===== src/rtl/hpu_pkg.sv =====
// Shared definitions for the HPU control/status register bank:
// AXI-Lite FSM encodings, register byte offsets and response codes.
package hpu_pkg;

    typedef enum logic [3:0] {
        INI = 4'b0000,
        AW  = 4'b0001,
        W   = 4'b0010,
        AWW = 4'b0011,
        AR1 = 4'b0100,
        AR2 = 4'b1000
    } axil_state_t;

    localparam logic [11:0] REG_CTRL     = 12'h000;
    localparam logic [11:0] REG_STATUS   = 12'h004;
    localparam logic [11:0] REG_ADDR_I   = 12'h008;
    localparam logic [11:0] REG_ADDR_J   = 12'h00C;
    localparam logic [11:0] REG_ITEM_NUM = 12'h010;
    localparam logic [11:0] REG_CORE_EN  = 12'h014;
    localparam logic [11:0] REG_CYCLES   = 12'h018;
    localparam logic [11:0] REG_VERSION  = 12'h01C;

    localparam logic [1:0] RESP_OKAY   = 2'b00;
    localparam logic [1:0] RESP_SLVERR = 2'b10;

    // Expands the 4-bit byte strobe into a 32-bit bit-enable mask.
    function automatic logic [31:0] strb_mask(input logic [3:0] strb);
        return {{8{strb[3]}}, {8{strb[2]}}, {8{strb[1]}}, {8{strb[0]}}};
    endfunction

endpackage


===== src/rtl/hpu_ctrl_regs_if.sv =====
// AXI-Lite slave bus bundle for the HPU control register bank.
interface hpu_ctrl_regs_if;
    // Every channel transfers on the rising edge where valid and ready are both
    // high; valid never waits on ready, and payload is stable while valid is high.
    logic [11:0] awaddr;
    logic        awvalid;
    logic        awready;
    logic [31:0] wdata;
    logic [3:0]  wstrb;
    logic        wvalid;
    logic        wready;
    logic [1:0]  bresp;
    logic        bvalid;
    logic        bready;
    logic [11:0] araddr;
    logic        arvalid;
    logic        arready;
    logic [31:0] rdata;
    logic [1:0]  rresp;
    logic        rvalid;
    logic        rready;

    modport master (
        output awaddr, awvalid, wdata, wstrb, wvalid, bready, araddr, arvalid, rready,
        input  awready, wready, bresp, bvalid, arready, rdata, rresp, rvalid
    );

    modport slave (
        input  awaddr, awvalid, wdata, wstrb, wvalid, bready, araddr, arvalid, rready,
        output awready, wready, bresp, bvalid, arready, rdata, rresp, rvalid
    );
endinterface


===== src/rtl/axil_slave_fsm.sv =====
// AXI-Lite handshake engine: captures address/data and issues a one-cycle
// write strobe on entry to AWW and a read strobe during AR1.
module axil_slave_fsm
    import hpu_pkg::*;
(
    input  logic        clk,
    input  logic        rst,
    input  logic [11:0] awaddr,
    input  logic        awvalid,
    output logic        awready,
    input  logic [31:0] wdata,
    input  logic [3:0]  wstrb,
    input  logic        wvalid,
    output logic        wready,
    output logic        bvalid,
    input  logic        bready,
    input  logic [11:0] araddr,
    input  logic        arvalid,
    output logic        arready,
    output logic        rvalid,
    input  logic        rready,
    output logic        wr_en,
    output logic [11:0] wr_addr,
    output logic [31:0] wr_data,
    output logic [3:0]  wr_strb,
    output logic        rd_en,
    output logic [11:0] rd_addr,
    output axil_state_t state
);

    axil_state_t state_q, state_d;
    logic        wr_en_q;
    logic [11:0] wr_addr_q, rd_addr_q;
    logic [31:0] wr_data_q;
    logic [3:0]  wr_strb_q;
    logic        ar_take;

    always_ff @(posedge clk) begin
        if (rst) begin
            state_q   <= INI;
            wr_en_q   <= 1'b0;
            wr_addr_q <= '0;
            wr_data_q <= '0;
            wr_strb_q <= '0;
            rd_addr_q <= '0;
        end else begin
            state_q <= state_d;
            wr_en_q <= (state_d == AWW) && (state_q != AWW);
            if (awvalid && awready) wr_addr_q <= awaddr;
            if (wvalid && wready) begin
                wr_data_q <= wdata;
                wr_strb_q <= wstrb;
            end
            if (ar_take) rd_addr_q <= araddr;
        end
    end

    always_comb begin
        state_d = state_q;
        awready = 1'b0;
        wready  = 1'b0;
        arready = 1'b0;
        bvalid  = 1'b0;
        rvalid  = 1'b0;
        ar_take = 1'b0;
        case (state_q)
            INI: begin
                awready = 1'b1;
                wready  = 1'b1;
                arready = 1'b1;
                // A pending write always wins over a simultaneous read.
                if (awvalid && wvalid) state_d = AWW;
                else if (awvalid)      state_d = AW;
                else if (wvalid)       state_d = W;
                else if (arvalid) begin
                    state_d = AR1;
                    ar_take = 1'b1;
                end
            end
            AW: begin
                wready = 1'b1;
                if (wvalid) state_d = AWW;
            end
            W: begin
                awready = 1'b1;
                if (awvalid) state_d = AWW;
            end
            AWW: begin
                bvalid = 1'b1;
                if (bready) state_d = INI;
            end
            AR1: state_d = AR2;
            AR2: begin
                rvalid = 1'b1;
                if (rready) state_d = INI;
            end
            default: state_d = INI;
        endcase
    end

    assign wr_en   = wr_en_q;
    assign wr_addr = wr_addr_q;
    assign wr_data = wr_data_q;
    assign wr_strb = wr_strb_q;
    assign rd_en   = (state_q == AR1);
    assign rd_addr = rd_addr_q;
    assign state   = state_q;

endmodule


===== src/rtl/hpu_ctrl_regs.sv =====
// HPU control/status register bank: programmable kernel parameters, sticky
// done flag, run-cycle counter and per-core enables behind an AXI-Lite slave.
module hpu_ctrl_regs
    import hpu_pkg::*;
#(
    parameter int          ADDR_IJ_W = 20,
    parameter int          ITEM_W    = 16,
    parameter int          NUM_CORE  = 4,
    parameter int          CNT_W     = 32,
    parameter logic [31:0] VERSION   = 32'h0002_0000
) (
    input  logic                 clk,
    input  logic                 rst,
    hpu_ctrl_regs_if.slave       axil,
    input  logic [ITEM_W-1:0]    mat_a,
    input  logic                 get_fin,
    output logic                 matw,
    output logic                 run,
    output logic                 last,
    output logic [ADDR_IJ_W-1:0] addr_i,
    output logic [ADDR_IJ_W-1:0] addr_j,
    output logic [ITEM_W-1:0]    random_num,
    output logic [NUM_CORE-1:0]  core_en,
    output logic                 done,
    output axil_state_t          dbg_state
);

    logic        wr_en, rd_en;
    logic [11:0] wr_addr, rd_addr, wr_off, rd_off;
    logic [31:0] wr_data, bmask;
    logic [3:0]  wr_strb;

    axil_slave_fsm u_fsm (
        .clk     (clk),
        .rst     (rst),
        .awaddr  (axil.awaddr),
        .awvalid (axil.awvalid),
        .awready (axil.awready),
        .wdata   (axil.wdata),
        .wstrb   (axil.wstrb),
        .wvalid  (axil.wvalid),
        .wready  (axil.wready),
        .bvalid  (axil.bvalid),
        .bready  (axil.bready),
        .araddr  (axil.araddr),
        .arvalid (axil.arvalid),
        .arready (axil.arready),
        .rvalid  (axil.rvalid),
        .rready  (axil.rready),
        .wr_en   (wr_en),
        .wr_addr (wr_addr),
        .wr_data (wr_data),
        .wr_strb (wr_strb),
        .rd_en   (rd_en),
        .rd_addr (rd_addr),
        .state   (dbg_state)
    );

    assign wr_off = {wr_addr[11:2], 2'b00};
    assign rd_off = {rd_addr[11:2], 2'b00};
    assign bmask  = strb_mask(wr_strb);

    // The whole map lives in the first 32 bytes; anything above is SLVERR.
    assign axil.bresp = (wr_addr[11:5] == '0) ? RESP_OKAY : RESP_SLVERR;

    logic wr_ctrl, wr_status, wr_ai, wr_aj, wr_item, wr_core;
    assign wr_ctrl   = wr_en && (wr_off == REG_CTRL);
    assign wr_status = wr_en && (wr_off == REG_STATUS);
    assign wr_ai     = wr_en && (wr_off == REG_ADDR_I);
    assign wr_aj     = wr_en && (wr_off == REG_ADDR_J);
    assign wr_item   = wr_en && (wr_off == REG_ITEM_NUM);
    assign wr_core   = wr_en && (wr_off == REG_CORE_EN);

    logic [2:0] ctrl_cur, ctrl_new;
    logic       run_rise, w1c_done;
    logic [CNT_W-1:0] cycles;

    assign ctrl_cur = {last, run, matw};
    assign ctrl_new = (ctrl_cur & ~bmask[2:0]) | (wr_data[2:0] & bmask[2:0]);
    assign run_rise = wr_ctrl && !run && ctrl_new[1];
    assign w1c_done = wr_status && wr_strb[0] && wr_data[0];

    always_ff @(posedge clk) begin
        if (rst) begin
            matw       <= 1'b0;
            run        <= 1'b0;
            last       <= 1'b0;
            done       <= 1'b0;
            addr_i     <= '0;
            addr_j     <= '0;
            random_num <= '0;
            core_en    <= '1;
            cycles     <= '0;
        end else begin
            // A software CTRL write overrides the item-memory auto-stop.
            if (wr_ctrl) begin
                matw <= ctrl_new[0];
                run  <= ctrl_new[1];
                last <= ctrl_new[2];
            end else if (matw && (mat_a == random_num)) begin
                matw <= 1'b0;
            end

            if (run && get_fin)           done <= 1'b1;
            else if (run_rise || w1c_done) done <= 1'b0;

            if (run_rise)                           cycles <= '0;
            else if (run && !done && !(&cycles))    cycles <= cycles + CNT_W'(1);

            if (wr_ai)
                addr_i <= (addr_i & ~bmask[ADDR_IJ_W-1:0]) | (wr_data[ADDR_IJ_W-1:0] & bmask[ADDR_IJ_W-1:0]);
            if (wr_aj)
                addr_j <= (addr_j & ~bmask[ADDR_IJ_W-1:0]) | (wr_data[ADDR_IJ_W-1:0] & bmask[ADDR_IJ_W-1:0]);
            if (wr_item)
                random_num <= (random_num & ~bmask[ITEM_W-1:0]) | (wr_data[ITEM_W-1:0] & bmask[ITEM_W-1:0]);
            if (wr_core)
                core_en <= (core_en & ~bmask[NUM_CORE-1:0]) | (wr_data[NUM_CORE-1:0] & bmask[NUM_CORE-1:0]);
        end
    end

    logic [31:0] rd_word, rdata_q;
    logic        rd_ok;
    logic [1:0]  rresp_q;

    always_comb begin
        rd_word = '0;
        rd_ok   = 1'b1;
        case (rd_off)
            REG_CTRL:     rd_word = 32'(ctrl_cur);
            REG_STATUS:   rd_word = 32'({matw, done});
            REG_ADDR_I:   rd_word = 32'(addr_i);
            REG_ADDR_J:   rd_word = 32'(addr_j);
            REG_ITEM_NUM: rd_word = 32'(random_num);
            REG_CORE_EN:  rd_word = 32'(core_en);
            REG_CYCLES:   rd_word = 32'(cycles);
            REG_VERSION:  rd_word = VERSION;
            default:      rd_ok   = 1'b0;
        endcase
    end

    always_ff @(posedge clk) begin
        if (rst) begin
            rdata_q <= '0;
            rresp_q <= RESP_OKAY;
        end else if (rd_en) begin
            rdata_q <= rd_word;
            rresp_q <= rd_ok ? RESP_OKAY : RESP_SLVERR;
        end
    end

    assign axil.rdata = rdata_q;
    assign axil.rresp = rresp_q;

    logic unused_bits;
    assign unused_bits = ^{wr_data, bmask, rd_addr[1:0]};

endmodule


===== src/flat_wrapper.sv =====
// flat-port wrapper written by rule: the top's interface ports become plain ports
module hpu_ctrl_regs_flat import hpu_pkg::*;
#(
    parameter int          ADDR_IJ_W = 20,
    parameter int          ITEM_W    = 16,
    parameter int          NUM_CORE  = 4,
    parameter int          CNT_W     = 32,
    parameter logic [31:0] VERSION   = 32'h0002_0000
)
  (clk, rst, mat_a, get_fin, matw, run, last, addr_i, addr_j, random_num, core_en, done, dbg_state, axil_awaddr, axil_awvalid, axil_wdata, axil_wstrb, axil_wvalid, axil_bready, axil_araddr, axil_arvalid, axil_rready, axil_awready, axil_wready, axil_bresp, axil_bvalid, axil_arready, axil_rdata, axil_rresp, axil_rvalid);
  hpu_ctrl_regs_if axil_i ();
  input  logic clk;
  input  logic rst;
  input  logic [ITEM_W-1:0] mat_a;
  input  logic get_fin;
  output logic matw;
  output logic run;
  output logic last;
  output logic [ADDR_IJ_W-1:0] addr_i;
  output logic [ADDR_IJ_W-1:0] addr_j;
  output logic [ITEM_W-1:0] random_num;
  output logic [NUM_CORE-1:0] core_en;
  output logic done;
  output axil_state_t dbg_state;
  input wire logic [$bits(axil_i.awaddr)-1:0] axil_awaddr;
  input wire logic [$bits(axil_i.awvalid)-1:0] axil_awvalid;
  input wire logic [$bits(axil_i.wdata)-1:0] axil_wdata;
  input wire logic [$bits(axil_i.wstrb)-1:0] axil_wstrb;
  input wire logic [$bits(axil_i.wvalid)-1:0] axil_wvalid;
  input wire logic [$bits(axil_i.bready)-1:0] axil_bready;
  input wire logic [$bits(axil_i.araddr)-1:0] axil_araddr;
  input wire logic [$bits(axil_i.arvalid)-1:0] axil_arvalid;
  input wire logic [$bits(axil_i.rready)-1:0] axil_rready;
  output wire logic [$bits(axil_i.awready)-1:0] axil_awready;
  output wire logic [$bits(axil_i.wready)-1:0] axil_wready;
  output wire logic [$bits(axil_i.bresp)-1:0] axil_bresp;
  output wire logic [$bits(axil_i.bvalid)-1:0] axil_bvalid;
  output wire logic [$bits(axil_i.arready)-1:0] axil_arready;
  output wire logic [$bits(axil_i.rdata)-1:0] axil_rdata;
  output wire logic [$bits(axil_i.rresp)-1:0] axil_rresp;
  output wire logic [$bits(axil_i.rvalid)-1:0] axil_rvalid;
  assign axil_i.awaddr = axil_awaddr;
  assign axil_i.awvalid = axil_awvalid;
  assign axil_i.wdata = axil_wdata;
  assign axil_i.wstrb = axil_wstrb;
  assign axil_i.wvalid = axil_wvalid;
  assign axil_i.bready = axil_bready;
  assign axil_i.araddr = axil_araddr;
  assign axil_i.arvalid = axil_arvalid;
  assign axil_i.rready = axil_rready;
  assign axil_awready = axil_i.awready;
  assign axil_wready = axil_i.wready;
  assign axil_bresp = axil_i.bresp;
  assign axil_bvalid = axil_i.bvalid;
  assign axil_arready = axil_i.arready;
  assign axil_rdata = axil_i.rdata;
  assign axil_rresp = axil_i.rresp;
  assign axil_rvalid = axil_i.rvalid;
  hpu_ctrl_regs #(.ADDR_IJ_W(ADDR_IJ_W), .ITEM_W(ITEM_W), .NUM_CORE(NUM_CORE), .CNT_W(CNT_W), .VERSION(VERSION)) u_core (.clk(clk), .rst(rst), .axil(axil_i), .mat_a(mat_a), .get_fin(get_fin), .matw(matw), .run(run), .last(last), .addr_i(addr_i), .addr_j(addr_j), .random_num(random_num), .core_en(core_en), .done(done), .dbg_state(dbg_state));
endmodule

===== config.mk =====
export PLATFORM = sky130hd
export DESIGN_NAME = hpu_ctrl_regs_flat
export DESIGN_NICKNAME = d
export VERILOG_FILES = /design/src/rtl/hpu_pkg.sv /design/src/rtl/hpu_ctrl_regs_if.sv /design/src/rtl/axil_slave_fsm.sv /design/src/rtl/hpu_ctrl_regs.sv /design/src/flat_wrapper.sv
export SDC_FILE = /design/constraint.sdc
export NUM_CORES = 1
export LEC_CHECK = 0
export ABC_AREA = 0
export CAP_MARGIN = 0
export CORE_MARGIN = 3
export CORE_UTILIZATION = 50
export DETAILED_ROUTE_END_ITERATION = 10
export PLACE_DENSITY = 0.81
export SYNTH_ARGS = -nofsm -noshare
export SYNTH_HDL_FRONTEND = slang
export SYNTH_SLANG_ARGS = --single-unit
export TNS_END_PERCENT = 20

===== constraint.sdc =====
create_clock -name clk -period 2.22 [get_ports clk]
set_input_delay 0.444 -clock clk [delete_from_list [all_inputs] [get_ports clk]]
set_output_delay 0.444 -clock clk [all_outputs]
set_load 0.02 [all_outputs]

==> results.toml <==
[status]
outcome = "finished, final reports clean"

[flow_run]
maxCapViolations = 0

[floorplan]
placement_rows = 44
coreArea_mm2 = 0.01486
fp.dieH_um = 130.7
boundaryPins = 193
die-area_mm2 = 0.01707
start_util_pct = 52.26
dieWidth_um = 130.7

[pwr]
finalPower_w = 0.007041
part_of_the_power_in_combinational_logic_pct = 7.2
seq_power_share_pct = 46.7
power.static_leakage_nw = 4.219
power.share.switching_pct = 23.10
max-vdd-ir-drop_mv = 0.6546
p_sw_w = 0.001627
share_clk_of_total_power_pct = 46.1
cellPowerDensity_mw_per_mm2 = 666.8
internal_power_w = 0.005415

[cts]
cts.sink_count = 177
setup_fix_bufs_post_cts = 0
postCtsHoldBufs = 0
tritoncts_clock_tree = "yes"
clockBufferDepth = 2
clk-insertion-delay-late_ns = 0.44
numCtsBuffers = 17
htreeDepth = 4
clkTransAtPathRegs_ns = 0.06
cts-root-buf = "sky130_fd_sc_hd__clkbuf_16"

[global_routing]
grt_busiest_layer = "met2"
grt-ovfl-total = 0
grt_pass1_wl_um = 35410
largest_net_degree_at_the_start_of_global_routing = 41
antenna_found_initial = 0
number_of_global_route_vias_before_repair = 6782
gr-usage-met3_pct = 5.732
grt_use_total_pct = 26.75
global_route.usage.met2_pct = 43.08
global_route.usage.met1_pct = 35.15

[layout]
fillers = 1129
layout.nets = 1149
post_route_cells_drive_above_1_share_pct = 11.14
area_growth_syn_to_layout_pct = 35.93
final_instance_count_excl_fillers = 1262

[sta]
fmax_ghz = 0.4512
period_utilization_pct = 99.82
clock_skew_ns = 0.01044
final_critical_path_setup_slack_ns = 0.003892
final-max-slew-violation-count = 0
finalHoldViolCount = 0
rsz0062_at_grt = "yes"
timing.final.crit_period_ns = 2.216
timing.max_slew.rel_slack_pct = 56.20
timing.final.setup_violations = 0
max_slew.worst_pin.slew_ns = 0.6570

[synthesis]
postSynthRegisterBits = 177
ys_warn_count = 0
synth_edf_count = 0
mappedNetlistArea_mm2 = 0.007769
syn-mean-instance-area_um2 = 8.858
yosys_most_used_dff = "sky130_fd_sc_hd__dfxtp_1"
async_flop_share_pct = 0
ys_types = 64
synthesis.instances = 877
synth_sequential_area_ratio_pct = 45.61

[setup_path]
worstRegToRegCells = 7
start_kind = "flip-flop"
critPathArrivalTime_ns = 1.77
crit_path_cell_trace = "or4_4, or3_4, buf_6"
setup.reg_to_reg.worst_slack_ns = 0.09
endpoint_kind = "primary output"
worstPathRequired_ns = 1.78
slowest_cp_cell = "sky130_fd_sc_hd__or4_4"
crit_path_max_incr_delay_ns = 0.52
critical_path.reg2reg.startpoint = "u_core.u_fsm.wr_addr[6]"
path_max_fanout = 2
crit_path_kind = "reg2out"

[place]
dp.final_hpwl_um = 16490
gp_congestion = 0.9087
placed_instances = 1229
detailedPlace.worstSlack_ns = 0.04581
buffer_ports.inserted = 173

[routing]
final_ant_viol_nets = 0
avgRoutedWirePerCell_um = 18.35
first_iter_violations = 690
detail_route.wirelength_um = 23160
routed_vias = 7309
detailedRoute.firstPassIterationCount = 6
vias_per_cell = 5.792
post-route-drc-count = 0

[min_path]
hold_path_depth = 2
hold_start = "rst"
worstHoldEndpoint = "u_core.u_fsm.state[3]"
min_path_type = "in2reg"
## cells by family (layout without fill, tap and decap cells)
| family | after synthesis | count (layout) | share of synthesized area [%] |
|---|---|---|---|
| AOI/OAI and AO/OA | 172 | 172 | 13.96 |
| xor gates and xnor gates | 22 | 22 | 2.480 |
| adders and majority gates | 1 | 1 | 0.1610 |
| buffers and inverters | 66 | 265 | 3.704 |
| DFF | 177 | 177 | 45.61 |
| muxes | 91 | 91 | 11.93 |
| other | 1 | 3 | 0.04827 |
| and+or+nand+nor | 347 | 347 | 22.10 |
## timing repair
| action | in CTS | in global routing |
|---|---|---|
| cloned | 0 | 0 |
| endpoints found under the setup margin | 6 | 6 |
| gates resized for setup | 13 | 5 |
## cells in the mapped netlist, types with 11 or more instances
master	n	area [um^2]
sky130_fd_sc_hd__nand4_1	15	93.84
sky130_fd_sc_hd__inv_1	12	45.04
sky130_fd_sc_hd__a21oi_1	63	315.3
sky130_fd_sc_hd__dfxtp_1	177	3543
sky130_fd_sc_hd__a22o_1	13	113.9
sky130_fd_sc_hd__o21ai_0	38	190.2
sky130_fd_sc_hd__mux2i_1	78	780.8
sky130_fd_sc_hd__nor2_1	108	405.4
sky130_fd_sc_hd__nand3_1	17	85.08
sky130_fd_sc_hd__nand2_1	110	412.9
sky130_fd_sc_hd__a22oi_1	25	187.7
sky130_fd_sc_hd__clkbuf_1	36	135.1
sky130_fd_sc_hd__mux2_2	13	146.4
sky130_fd_sc_hd__nor4_1	11	68.82
sky130_fd_sc_hd__xor2_1	19	166.4
sky130_fd_sc_hd__or3_1	21	131.4
## worst max-delay path by stage
stage,startpoint,to
2_1_floorplan,u_core.u_fsm.state[2],u_core.u_fsm.rd_addr[4]
3_3_place_gp,u_core.u_fsm.wr_addr[6],axil_bresp[1]
3_5_place_dp,u_core.u_fsm.wr_addr[6],axil_bresp[1]
4_1_cts,u_core.u_fsm.wr_addr[6],axil_bresp[1]
5_1_grt,u_core.u_fsm.wr_addr[6],axil_bresp[1]
6_report,u_core.u_fsm.wr_addr[6],axil_bresp[1]
## power by group through the flow
stage | sequential [W] | combinational (W) | clock (W)
final | 0.00329 | 0.000510 | 0.00324
after detailed placement | 0.00335 | 0.000505 | 0
after floorplan | 0.00333 | 0.000268 | 0
after CTS | 0.00329 | 0.000503 | 0.00326
after global routing | 0.00329 | 0.000550 | 0.00338
after global placement | 0.00335 | 0.000498 | 0
## critical path, delay by kind of cell, from the launching register on
kind | cells | cell delay [ns]
buffers and inverters | 1 | 0.14
DFF | 1 | 0.32
and+or+nand+nor | 2 | 0.87
## final cells by class
cell class,instances,area (um^2),area share [%]
multi-input cells,635,3956,37.46
flip-flops and latches,177,3548,33.60
repair buffers,221,2140,20.26
clock buffers,20,456.7,4.325
well taps,184,230.2,2.180
clock inverters,12,181.4,1.718
inverters,12,45.04,0.4265
diodes,1,2.502,0.02370
## per-stage QoR
stage | setup TNS (ns) | cell area (um^2) | utilization [%] | hold slack (ns)
after global routing | -0.06538 | 10560 | 71.03 | 0.2860
final | 0 | 10560 | 71.04 | 0.2678
after global placement | 0 | 9899 | 66.60 | 0.4352
after floorplan | 0 | 7772 | - | 0.4311
after detailed placement | 0 | 9899 | 66.60 | 0.4430
after CTS | -0.02843 | 10540 | 70.93 | 0.2589
## cells in the final DEF, fill, tap and decap left out, types with 10 or more instances in the layout
cell                              instances
sky130_fd_sc_hd__dfxtp_1                173
sky130_fd_sc_hd__clkdlybuf4s50_1        167
sky130_fd_sc_hd__nand2_1                110
sky130_fd_sc_hd__nor2_1                 108
sky130_fd_sc_hd__mux2i_1                 77
sky130_fd_sc_hd__a21oi_1                 63
sky130_fd_sc_hd__buf_4                   44
sky130_fd_sc_hd__o21ai_0                 38
sky130_fd_sc_hd__a22oi_1                 25
sky130_fd_sc_hd__or3_1                   20
sky130_fd_sc_hd__xor2_1                  19
sky130_fd_sc_hd__nand3_1                 17
sky130_fd_sc_hd__clkbuf_16               17
sky130_fd_sc_hd__nand4_1                 15
sky130_fd_sc_hd__mux2_2                  13
sky130_fd_sc_hd__a22o_1                  13
sky130_fd_sc_hd__inv_1                   12
sky130_fd_sc_hd__nor4_1                  11
sky130_fd_sc_hd__nor3_1                  10
## layer usage
layer | routed length, um | part of all wire [%] | vias to the layer above
met1 | 9813 | 42 | 3438
met2 | 11160 | 48 | 317
met3 | 1610 | 7.0 | 44
met5 | 0 | 0 | -
met4 | 581 | 2.5 | 0
li1 | - | - | 3510
(Power assumes the default switching activity.)
